$ cat src/rtl/input_cond_pkg.sv
// Shared constants, press FSM state type and counter sizing helper for input_conditioner.
package input_cond_pkg;

    localparam int unsigned NUM_KEYS     = 4;
    localparam int unsigned NUM_SWITCHES = 10;

    typedef enum logic [1:0] {
        StIdle,
        StHeldDelay,
        StHeldRepeat
    } press_state_e;

    // Bits needed to hold values 0..max_count.
    function automatic int unsigned cnt_width(input int unsigned max_count);
        return (max_count < 1) ? 1 : $clog2(max_count + 1);
    endfunction

endpackage

$ cat src/rtl/input_conditioner_debounce_bit.sv
// One-bit synchroniser plus stable-count debouncer. The update strobe is the combinational
// next-cycle level flip; change is its registered copy, aligned with the level output.
module debounce_bit
    import input_cond_pkg::*;
#(
    parameter int unsigned SYNC_STAGES = 2,
    parameter int unsigned DB_CYCLES   = 4,
    parameter logic        RESET_LEVEL = 1'b0
) (
    input  logic clk,
    input  logic rst,
    input  logic din,
    output logic level,
    output logic change,
    output logic update
);

    localparam int unsigned CW = cnt_width(DB_CYCLES);

    logic [SYNC_STAGES-1:0] sync_q;
    logic [CW-1:0]          cnt_q, cnt_d;
    logic                   level_q, change_q;
    logic                   sync_out;

    assign sync_out = sync_q[SYNC_STAGES-1];

    always_comb begin
        update = 1'b0;
        cnt_d  = cnt_q;
        if (sync_out == level_q) begin
            cnt_d = '0;
        end else if (cnt_q == CW'(DB_CYCLES - 1)) begin
            update = 1'b1;
            cnt_d  = '0;
        end else begin
            cnt_d = cnt_q + 1'b1;
        end
    end

    always_ff @(posedge clk) begin
        if (rst) begin
            sync_q   <= {SYNC_STAGES{RESET_LEVEL}};
            cnt_q    <= '0;
            level_q  <= RESET_LEVEL;
            change_q <= 1'b0;
        end else begin
            sync_q   <= {sync_q[SYNC_STAGES-2:0], din};
            cnt_q    <= cnt_d;
            level_q  <= update ? sync_out : level_q;
            change_q <= update;
        end
    end

    assign level  = level_q;
    assign change = change_q;

endmodule

$ cat src/rtl/input_conditioner.sv
// Debounces DE10-Lite keys and switches, generating press and switch-change pulses.
// Optional auto-repeat on held buttons is enabled by defining INPUT_COND_REPEAT_EN.
module input_conditioner
    import input_cond_pkg::*;
#(
    parameter int unsigned SYNC_STAGES   = 2,
    parameter int unsigned DB_CYCLES     = 500000,
    parameter int unsigned REPEAT_DELAY  = 25000000,
    parameter int unsigned REPEAT_PERIOD = 5000000
) (
    input  logic                    clk_clk,
    input  logic                    reset_reset,
    input  logic [NUM_KEYS-1:0]     key_n_in,
    input  logic [NUM_SWITCHES-1:0] sw_in,
    output logic [NUM_KEYS-1:0]     button_level,
    output logic [NUM_SWITCHES-1:0] switch_level,
    output logic [NUM_KEYS-1:0]     button_press,
    output logic                    switch_change
);

    localparam int unsigned SETTLE = SYNC_STAGES + DB_CYCLES;
    localparam int unsigned SW     = cnt_width(SETTLE);

    logic [SW-1:0]           settle_q;
    logic                    settle_done;
    logic [NUM_KEYS-1:0]     key_upd, key_change_unused, key_fall, key_rise;
    logic [NUM_SWITCHES-1:0] sw_upd, sw_change_unused;
    logic [NUM_KEYS-1:0]     press_d, press_q;
    logic                    switch_change_q;
    press_state_e            state_q [NUM_KEYS];
    press_state_e            state_d [NUM_KEYS];

    for (genvar i = 0; i < NUM_KEYS; i++) begin : g_key
        debounce_bit #(
            .SYNC_STAGES(SYNC_STAGES),
            .DB_CYCLES  (DB_CYCLES),
            .RESET_LEVEL(1'b1)
        ) u_db (
            .clk   (clk_clk),
            .rst   (reset_reset),
            .din   (key_n_in[i]),
            .level (button_level[i]),
            .change(key_change_unused[i]),
            .update(key_upd[i])
        );
    end

    for (genvar i = 0; i < NUM_SWITCHES; i++) begin : g_sw
        debounce_bit #(
            .SYNC_STAGES(SYNC_STAGES),
            .DB_CYCLES  (DB_CYCLES),
            .RESET_LEVEL(1'b0)
        ) u_db (
            .clk   (clk_clk),
            .rst   (reset_reset),
            .din   (sw_in[i]),
            .level (switch_level[i]),
            .change(sw_change_unused[i]),
            .update(sw_upd[i])
        );
    end

    // Pulses are suppressed until the power-up levels have had time to settle.
    assign settle_done = (settle_q == SW'(SETTLE));
    assign key_fall    = key_upd & button_level;
    assign key_rise    = key_upd & ~button_level;

    always_ff @(posedge clk_clk) begin
        if (reset_reset) begin
            settle_q <= '0;
        end else if (!settle_done) begin
            settle_q <= settle_q + 1'b1;
        end
    end

`ifdef INPUT_COND_REPEAT_EN
    localparam int unsigned RW =
        cnt_width(REPEAT_DELAY > REPEAT_PERIOD ? REPEAT_DELAY : REPEAT_PERIOD);

    logic [RW-1:0] rep_q [NUM_KEYS];
    logic [RW-1:0] rep_d [NUM_KEYS];
`else
    logic [63:0] repeat_unused;
    assign repeat_unused = {REPEAT_DELAY, REPEAT_PERIOD};
`endif

    // State register
    always_ff @(posedge clk_clk) begin
        for (int i = 0; i < NUM_KEYS; i++) begin
            if (reset_reset) begin
                state_q[i] <= StIdle;
`ifdef INPUT_COND_REPEAT_EN
                rep_q[i]   <= '0;
`endif
            end else begin
                state_q[i] <= state_d[i];
`ifdef INPUT_COND_REPEAT_EN
                rep_q[i]   <= rep_d[i];
`endif
            end
        end
    end

    // Next-state logic; a release always wins over a repeat falling due.
    always_comb begin
        for (int i = 0; i < NUM_KEYS; i++) begin
            state_d[i] = state_q[i];
`ifdef INPUT_COND_REPEAT_EN
            rep_d[i]   = rep_q[i];
`endif
            unique case (state_q[i])
                StIdle: begin
                    if (key_fall[i]) begin
                        state_d[i] = StHeldDelay;
`ifdef INPUT_COND_REPEAT_EN
                        rep_d[i]   = '0;
`endif
                    end
                end
                StHeldDelay: begin
                    if (key_rise[i]) begin
                        state_d[i] = StIdle;
`ifdef INPUT_COND_REPEAT_EN
                    end else if (rep_q[i] == RW'(REPEAT_DELAY - 1)) begin
                        state_d[i] = StHeldRepeat;
                        rep_d[i]   = '0;
                    end else begin
                        rep_d[i] = rep_q[i] + 1'b1;
`endif
                    end
                end
                StHeldRepeat: begin
                    if (key_rise[i]) begin
                        state_d[i] = StIdle;
`ifdef INPUT_COND_REPEAT_EN
                    end else if (rep_q[i] == RW'(REPEAT_PERIOD - 1)) begin
                        rep_d[i] = '0;
                    end else begin
                        rep_d[i] = rep_q[i] + 1'b1;
`endif
                    end
                end
                default: state_d[i] = StIdle;
            endcase
        end
    end

    // Output logic
    always_comb begin
        press_d = '0;
        for (int i = 0; i < NUM_KEYS; i++) begin
            unique case (state_q[i])
                StIdle:       press_d[i] = key_fall[i];
`ifdef INPUT_COND_REPEAT_EN
                StHeldDelay:  press_d[i] = !key_rise[i] && (rep_q[i] == RW'(REPEAT_DELAY - 1));
                StHeldRepeat: press_d[i] = !key_rise[i] && (rep_q[i] == RW'(REPEAT_PERIOD - 1));
`else
                StHeldDelay:  press_d[i] = 1'b0;
                StHeldRepeat: press_d[i] = 1'b0;
`endif
                default:      press_d[i] = 1'b0;
            endcase
        end
        press_d = settle_done ? press_d : '0;
    end

    always_ff @(posedge clk_clk) begin
        if (reset_reset) begin
            press_q         <= '0;
            switch_change_q <= 1'b0;
        end else begin
            press_q         <= press_d;
            switch_change_q <= settle_done && (|sw_upd);
        end
    end

    assign button_press  = press_q;
    assign switch_change = switch_change_q;

endmodule

$ cat config.mk
export PLATFORM = sky130hd
export DESIGN_NAME = input_conditioner
export DESIGN_NICKNAME = d
export VERILOG_FILES = /design/src/rtl/input_cond_pkg.sv /design/src/rtl/input_conditioner_debounce_bit.sv /design/src/rtl/input_conditioner.sv
export SDC_FILE = /design/constraint.sdc
export NUM_CORES = 1
export LEC_CHECK = 0
export ABC_AREA = 1
export CAP_MARGIN = 20
export CELL_PAD_IN_SITES_DETAIL_PLACEMENT = 1
export CELL_PAD_IN_SITES_GLOBAL_PLACEMENT = 2
export CORE_ASPECT_RATIO = 1.5
export CORE_MARGIN = 4
export CORE_UTILIZATION = 40
export DETAILED_ROUTE_END_ITERATION = 8
export PLACE_DENSITY = 0.92
export SLEW_MARGIN = 40
export SYNTH_ARGS = -nofsm -noshare
export SYNTH_HDL_FRONTEND = slang
export SYNTH_SLANG_ARGS = --single-unit
$ cat constraint.sdc
create_clock -name clk_clk -period 4.2 [get_ports clk_clk]
set_clock_uncertainty 0.2 [all_clocks]
set_input_delay 0.63 -clock clk_clk [delete_from_list [all_inputs] [get_ports clk_clk]]
set_output_delay 0.63 -clock clk_clk [all_outputs]
set_load 0.01 [all_outputs]
After elaboration in Yosys (flattened, before gate mapping)

Memories as Yosys holds them, arrays and structs flattened.
Index checks and enable logic that the tools add are counted.

Flip-flop bits (word level): 332
Bits in writable memories: 8
Bits of input ports: 16
Output and inout port bits: 19
Logic and storage cells: 188
Memories: 1

Memories:

| name    | words | bits a word | read ports | clocked after memory_dff | write ports | RTL line                | source |
|---|---|---|---|---|---|---|---|
| state_q | 4     | 2           | 4          | 0                        | 4           | input_conditioner.sv:30 | `press_state_e state_q [NUM_KEYS];` |

$add $sub $neg: 15
Equality and inequality tests: 37
Muxes and demuxes: 47
Bitwise logic cells: 12
Reduce and logical (&&, ||, !) cells: 28

Operators by type and width:

| kind                  | count |
|---|---|
| $add 19x1->19 const B | 15 |
| $eq 19x19->1 const B  | 15 |
| $reduce_or 3->1       | 18 |
| $mux 1                | 31 |
| $mux 2                | 12 |
| $pmux 2 s2            | 4 |
| $eq 1x1->1            | 14 |
| $reduce_or 10->1      | 1 |
| $and 4x4->4           | 2 |
| $eq 2x1->1 const B    | 4 |
| $eq 2x2->1 const B    | 4 |
| $logic_not 2->1       | 4 |
| $reduce_or 2->1       | 4 |
| $not 1->1             | 5 |
| $not 4->4             | 1 |
| $or 1x1->1            | 4 |
| $logic_and 1x1->1     | 1 |

Depth between registers and ports, before layout

Gate-level depths: netlist of the first run.

Depth in word-level cells: 7
Gate-level depth with buffers: 11
Mapped depth without buffers: 11

Modules after synthesis

From an unflattened synthesis of the first run, not the netlist that was laid out.

Cells, all modules: 2,716
Area total of the unflattened synthesis: 18,459.0 µm²

By module, submodules not included:

| module                           | times used | cells an instance | area an instance (µm²) | sequential area each (µm²) |
|---|---|---|---|---|
| debounce_bit (g_sw[0].u_db ...)  | 10         | 182               | 1,227.4                | 460.4 |
| debounce_bit (g_key[0].u_db ...) | 4          | 173               | 1,181.1                | 460.4 |
| input_conditioner                | 1          | 204               | 1,460.2                | 560.5 |

Worst setup path after synthesis of the first run

No wires, ideal clock.

Path type: in2reg
Start: input reset_reset
End: register g_key[1].u_db.cnt_q[17]
Library setup time: 0.070 ns
Arrival time: 1.474 ns
Data required time: 3.930 ns
Path slack: 2.457 ns
Cell stages on the path: 5
Path buffers: 2
Cells stage by stage: inv_2 > buf_2 > o211ai_2 > buf_2 > a21oi_1

Longest elaborated chain between the ends: 1

Ends and longest elaborated chain:

| element                          | RTL line                             | source |
|---|---|---|
| start, declared                  | input_conditioner.sv:12              | `input logic reset_reset,` |
| $reduce_or 3->1 (no source line) | -                                    |  |
| end signal, assigned             | input_conditioner_debounce_bit.sv:48 | `cnt_q <= cnt_d;` |
| end, declared                    | input_conditioner_debounce_bit.sv:21 | `logic [CW-1:0] cnt_q, cnt_d;` |

No other way between the ends.
A chain may end at the register's enable or synchronous reset.

Final worst setup path of the first run

Start: register g_key[0].u_db.level_q
End: output button_level[0]

RTL lines:

| element                | RTL line                             | source |
|---|---|---|
| start, declared        | input_conditioner_debounce_bit.sv:22 | `logic level_q, change_q;` |
| start signal, assigned | input_conditioner_debounce_bit.sv:49 | `level_q <= update ? sync_out : level_q;` |
| end, declared          | input_conditioner.sv:15              | `output logic [NUM_KEYS-1:0] button_level,` |

No word-level cell between the ends.

==> qor.csv, run 1 <==
metric,value,unit
Synth Register Bits,336,
CP Launch Type,flip-flop,
sw power,1.39,mW
sw frac,20.9,%
Synth Cell Area,15600,um2
Slew @ Worst Pin,0.705,ns
post-CTS setup buffer count,0,
Highest Signal Layer,met4,
Yosys cell types,47,
cell family with most CP delay,buffers and inverters,
DP Worst Slack,1.43,ns
DIE AREA,42400,um2
Die X,169,um
"Buf+Inv Stages, Crit Path",1,
power per cell area,377,nW/um2
number of cell rows,88,
number of hold buffers added after CTS,0,
Initial Utilization,40.5,%
Syn-to-layout area delta,12.6,%
Iter 0 DRT Violations,303,
Placer Congestion,0.807,
via count,13100,
slowest CP cell,clkdlybuf4s50_1,
Synth area leaders,"dfxtp_1 43%, nand2_1 8.5%, nor2_1 7.6%",
ys flop type,dfxtp_1,
WL final,35.9,mm
Syn Nets,2119,
Port Buffers,34,
clock root buffer master,clkbuf_16,
Final HPWL DP,26.4,mm
core area,38500,um2
minimum clock period,2.41,ns
Crit path required time,3.37,ns
sequential share of power,48.5,%
post-cts resize count,0,
post-synth top area cell,dfxtp_1,
pin count of the biggest net entering global routing,56,
Clock Latency Late Sink,0.53,ns
GRT Total Usage,17.0,%
Via density,4.98,
DRT antenna net count,0,
Max IR drop VDD,0.300,mV
FMAX,416,MHz
utilization after layout,45.7,%
Combinational Power Share,1.4,%
final hold viol count,0,
final cell count without fillers,2641,
CTS sink cnt,336,
met2 WL,19.9,mm
top-area cell type share of the netlist area,43.0,%
setup slack after layout,1.79,ns
fin crit share,57.3,%
Slew Limit Fails,0,
"Seq/Total Area, Yosys",43.0,%
endpoint class of the critical path,output pin,
worst-path maximum fanout,5,
io pins,35,
CP peak stage delay,0.59,ns
kind of critical path,flip-flop to output pin,
CTS tree,done,
Die Y,250,um
Post-synth EDFFs,0,
outcome,finished clean,
RSZ-0062 raised after global routing,false,
CTS Buffer Depth,3,
cells after synthesis,2087,
CTS buffer count,36,
number of diodes,0,
nets,2157,
GRT overflow,0,
initial antenna violation count,0,
leak pwr,6.44,nW
setup TNS,0,ns
Synthesis Warnings,0,
routed wl met3,749,um
Max-slew headroom,53.0,%
ys async rst share,0,%
First-pass DRT Iterations,4,
cells along the critical path,clkdlybuf4s50_1,
Fill cells,4862,
Met1 Wirelength,14.3,mm
Int Pwr,5.24,mW
Post-route DRC,0,
Hold Crit Class,flip-flop to flip-flop,
syn_area_per_cell,7.49,um2
"CTS clk-pin slew, worst paths",0.06,ns
power share of the clock group,50.1,%
Worst R2R Setup Slack,1.88,ns
max cap viols,0,
"Setup violations, final",0,
CTS H-Tree Depth,2,
placed cell count,2582,
Pwr Total,6.63,mW
"Arr. time, crit path",1.58,ns
first-pass GRT wire length,62.2,mm
average wire per standard cell,13.6,um
layout cell share with drive strength beyond 1,10.1,%
number of global-route vias before repair,14000,
-- Yosys cell counts (30+ instances only) --
library cell,number
nand3_1,119
a21oi_1,120
xor2_1,77
inv_1,283
nor3_1,68
nand4_1,45
o21ai_0,52
nor2_1,317
nor2_2,30
dfxtp_1,336
nand2_1,355
-- metrics by stage --
stage	instance area, um2	hold WS [ns]
2_1_floorplan	15600	0.188
3_3_place_gp	16400	0.192
3_5_place_dp	16400	0.198
4_1_cts	17600	0.206
5_1_grt	17600	0.228
6_report	17600	0.206
-- registers in the layout, indices dropped and copies added (netlist names) --
signal,cells
settle_q,19
switch_change,1
g_sw.u_db.sync_q,20
g_sw.u_db.level,10
state_q,4
g_key.u_db.sync_q,8
g_key.u_db.cnt_q,76
button_press,4
g_sw.u_db.cnt_q,190
g_key.u_db.level,4
-- area by class of cell --
type | instances | area (um2) | area share [%]
Inverter | 295 | 1110 | 6.29
Timing Repair Buffer | 36 | 350 | 1.99
Multi-Input combinational cell | 1420 | 7580 | 43.1
Tap cell | 495 | 619 | 3.52
Clock inverter | 18 | 253 | 1.44
Clock buffer | 41 | 961 | 5.46
Sequential cell | 336 | 6730 | 38.2
-- cell families after synthesis --
group                      Yosys count  share of synthesized area (%)
buffers and inverters              331                           8.48
xor gates and xnor gates           102                           5.72
AOI/OAI and AO/OA                  203                           6.95
and+or+nand+nor                   1099                           34.5
DFF                                336                           43.0
adders and majority gates           16                           1.28
-- per-layer routing --
layer	vias up	GRT usage (%)
met5	-	0
met4	0	5.39
met3	50	2.23
met2	91	34.4
met1	6297	17.5
li1	6709	-
-- layout by cell type (no fill, tap or decap), types with 4 or more instances in the layout --
| master | netlist | layout |
|---|---|---|
| inv_2 | 11 | 11 |
| nand3_1 | 119 | 119 |
| o21ai_0 | 52 | 52 |
| bufinv_16 | 0 | 6 |
| a31oi_1 | 11 | 11 |
| nor2_4 | 16 | 16 |
| clkdlybuf4s50_1 | 0 | 33 |
| or2_2 | 22 | 22 |
| xor2_1 | 77 | 77 |
| a211oi_1 | 5 | 5 |
| xnor2_1 | 25 | 25 |
| nor4_1 | 6 | 6 |
| clkinv_2 | 0 | 7 |
| a21oi_1 | 120 | 120 |
| and3_1 | 4 | 4 |
| clkbuf_16 | 0 | 37 |
| nand2_1 | 355 | 355 |
| nand3b_1 | 14 | 14 |
| inv_1 | 283 | 283 |
| nor2_2 | 30 | 30 |
| nor3_2 | 13 | 13 |
| nor2_1 | 317 | 317 |
| nand2_2 | 19 | 19 |
| nor3b_1 | 18 | 18 |
| dfxtp_1 | 336 | 336 |
| nand3_2 | 25 | 25 |
| nand4_1 | 45 | 45 |
| nor3_4 | 8 | 8 |
| nor3_1 | 68 | 68 |
| clkinvlp_4 | 0 | 5 |
| ha_1 | 16 | 16 |
| or2_0 | 7 | 7 |
-- power groups by stage --
stage / Sequential (mW) / Combinational [mW] / Clock, mW
6_report: 3.22 / 0.0904 / 3.32
5_1_grt: 3.22 / 0.103 / 3.55
4_1_cts: 3.22 / 0.0933 / 3.45
3_5_place_dp: 3.29 / 0.0924 / 0
3_3_place_gp: 3.29 / 0.0889 / 0
2_1_floorplan: 3.28 / 0.0576 / 0
-- final timing paths --
path | start | end | depth (start not counted)
max | g_key[0].u_db.level | button_level[0] | 1
min | g_sw[9].u_db.sync_q[0] | g_sw[9].u_db.sync_q[1] | 2
max reg2reg | g_sw[2].u_db.cnt_q[0] | g_sw[2].u_db.cnt_q[11] | 10
min reg2reg | g_sw[9].u_db.sync_q[0] | g_sw[9].u_db.sync_q[1] | 2
No activity file was read; power rests on OpenSTA's default activity.
==> run 2, diff against run 1 <==
--- a/config.mk
+++ b/config.mk
@@ -11,9 +11,9 @@
 export CELL_PAD_IN_SITES_GLOBAL_PLACEMENT = 2
 export CORE_ASPECT_RATIO = 1.5
 export CORE_MARGIN = 4
-export CORE_UTILIZATION = 40
+export CORE_UTILIZATION = 37
 export DETAILED_ROUTE_END_ITERATION = 8
-export PLACE_DENSITY = 0.92
+export PLACE_DENSITY = 0.87
 export SLEW_MARGIN = 40
 export SYNTH_ARGS = -nofsm -noshare
 export SYNTH_HDL_FRONTEND = slang
==> constraint.sdc (replaced) <==
create_clock -name clk_clk -period 2.28 [get_ports clk_clk]
set_clock_uncertainty 0.2 [all_clocks]
set_input_delay 0.342 -clock clk_clk [delete_from_list [all_inputs] [get_ports clk_clk]]
set_output_delay 0.342 -clock clk_clk [all_outputs]
set_load 0.01 [all_outputs]
==> run 2 against run 1 <==
- combinational power grew 92%
- final area is 0.59% higher
- worst hold slack got worse by 0.068 ns
- clock power increased by 73%
- routed wire length decreased by 1.7%
- cell count up 3.1%
==> qor.csv, run 2 (synthesis gave the netlist of run 1 again) <==
metric,value,unit
outcome,finished clean,
CTS H-Tree Depth,2,
utilization after layout,42.3,%
core area,41900,um2
CTS tree,done,
DP Worst Slack,0.195,ns
average wire per standard cell,13.0,um
pin count of the biggest net entering global routing,50,
Largest Register,g_sw.u_db.cnt_q,
Final HPWL DP,26.4,mm
CTS sink cnt,336,
Die Y,260,um
post-CTS setup buffer count,0,
Initial Utilization,37.3,%
number of cell rows,92,
First-pass DRT Iterations,4,
slowest CP cell,clkdlybuf4s50_1,
max cap viols,0,
number of global-route vias before repair,14000,
via count,13000,
worst-path maximum fanout,3,
min-delay src,sw_in[1],
setup slack after layout,0.201,ns
final hold viol count,0,
Port Buffers,34,
GRT Total Usage,15.8,%
setup TNS,0,ns
Placer Congestion,0.767,
final design area excluding fillers,17700,um2
"Arr. time, crit path",1.54,ns
DRT antenna net count,0,
CTS buffer count,36,
CP Launch Type,flip-flop,
top flop regs,"g_sw.u_db.cnt_q x190, g_key.u_db.cnt_q x76, g_sw.u_db.sync_q x20",
Slew Limit Fails,0,
Worst R2R Setup Slack,0.27,ns
io pins,35,
Pwr Total,11.9,mW
Iter 0 DRT Violations,387,
Clock Latency Late Sink,0.52,ns
kind of critical path,flip-flop to output pin,
leak pwr,6.46,nW
cell family with most CP delay,buffers and inverters,
Via density,4.78,
fin crit share,91.2,%
Syn-to-layout area delta,13.3,%
FMAX,481,MHz
endpoint class of the critical path,output pin,
"most common cell after layout, fill and taps aside",nand2_1,
hold depth,3,
"Buf+Inv Stages, Crit Path",1,
initial antenna violation count,0,
Hold Crit Class,primary input to flip-flop,
Placement Cell Area,16500,um2
Hold Path Sink,g_sw[1].u_db.sync_q[0],
nets,2165,
Crit path required time,1.74,ns
power per cell area,670,nW/um2
Max-slew headroom,60.5,%
Worst R2R End,g_key[0].u_db.cnt_q[16],
"commonest non-fill, non-tap cells in the layout","355 x nand2_1, 336 x dfxtp_1, 317 x nor2_1",
cells along the critical path,clkdlybuf4s50_1,
Slew @ Worst Pin,0.590,ns
Max IR drop VDD,0.623,mV
Post-route DRC,0,
number of diodes,0,
"Setup violations, final",0,
DIE AREA,45700,um2
"CTS clk-pin slew, worst paths",0.06,ns
clock root buffer master,clkbuf_16,
reg2reg start,g_key[0].u_db.cnt_q[0],
CTS Buffer Depth,3,
Largest register FFs,190,
first-pass GRT wire length,62.6,mm
worst-case reg-to-reg path depth,10,
minimum clock period,2.08,ns
layout cell share with drive strength beyond 1,10.3,%
Die X,176,um
RSZ-0062 raised after global routing,false,
CP peak stage delay,0.58,ns
WL final,35.3,mm
GRT overflow,0,
run 2: changes by cell type in the layout (fill, tap and decap cells not counted), sizes merged:
cell | previous run | this run
buf | 3 | 10
bufinv | 6 | 2
clkbuf | 41 | 53
clkinv | 8 | 9
clkinvlp | 5 | 1
dlygate4sd3 | 0 | 1
run 2: how the worst max path moves through the flow:
stage                                from                     end  slack [ns]  cells after the start
floorplan           g_sw[6].u_db.cnt_q[0]  g_sw[6].u_db.cnt_q[18]        0.55                      9
global placement              reset_reset  g_sw[0].u_db.cnt_q[15]        0.22                      7
detailed placement            reset_reset  g_sw[0].u_db.cnt_q[15]        0.19                      7
CTS                    g_sw[3].u_db.level         switch_level[3]        0.14                      1
global route        g_sw[7].u_db.cnt_q[0]  g_sw[7].u_db.cnt_q[12]        0.03                     10
finish                 g_sw[3].u_db.level         switch_level[3]        0.20                      1
run 2: report_power, final:
part	switching (mW)	internal [mW]
registers	0.0202	5.91
logic	0.110	0.0647
clock network	2.36	3.41
run 2: layout make-up:
class | count | area, um2
Clock inverter | 11 | 108
Inverter | 295 | 1110
Fill cell | 5228 | 24200
Sequential cell | 336 | 6730
Timing Repair Buffer | 44 | 425
Clock buffer | 53 | 1050
Multi-Input combinational cell | 1420 | 7590
Tap cell | 564 | 706
run 2: stage by stage:
step                cells  hold WS (ns)
global route         2723         0.128
CTS                  2723         0.110
global placement     2658         0.189
floorplan            2087         0.188
finish               2723         0.138
detailed placement   2658         0.196
run 2: what timing repair did:
action                                 CTS  global route
setup endpoints to repair                0             3
gates resized for setup                  0             1
hold buffers                             1             0
endpoints found under the hold margin    4             0
run 2: metal layers:
metal | GRT usage, % | up-vias | part of all wire, %
met3 | 2.53 | 41 | 2.8
met2 | 31.6 | 80 | 54
met4 | 4.03 | 0 | 1.8
met1 | 17.0 | 6173 | 41
met5 | 0 | - | 0
li1 | - | 6733 | -
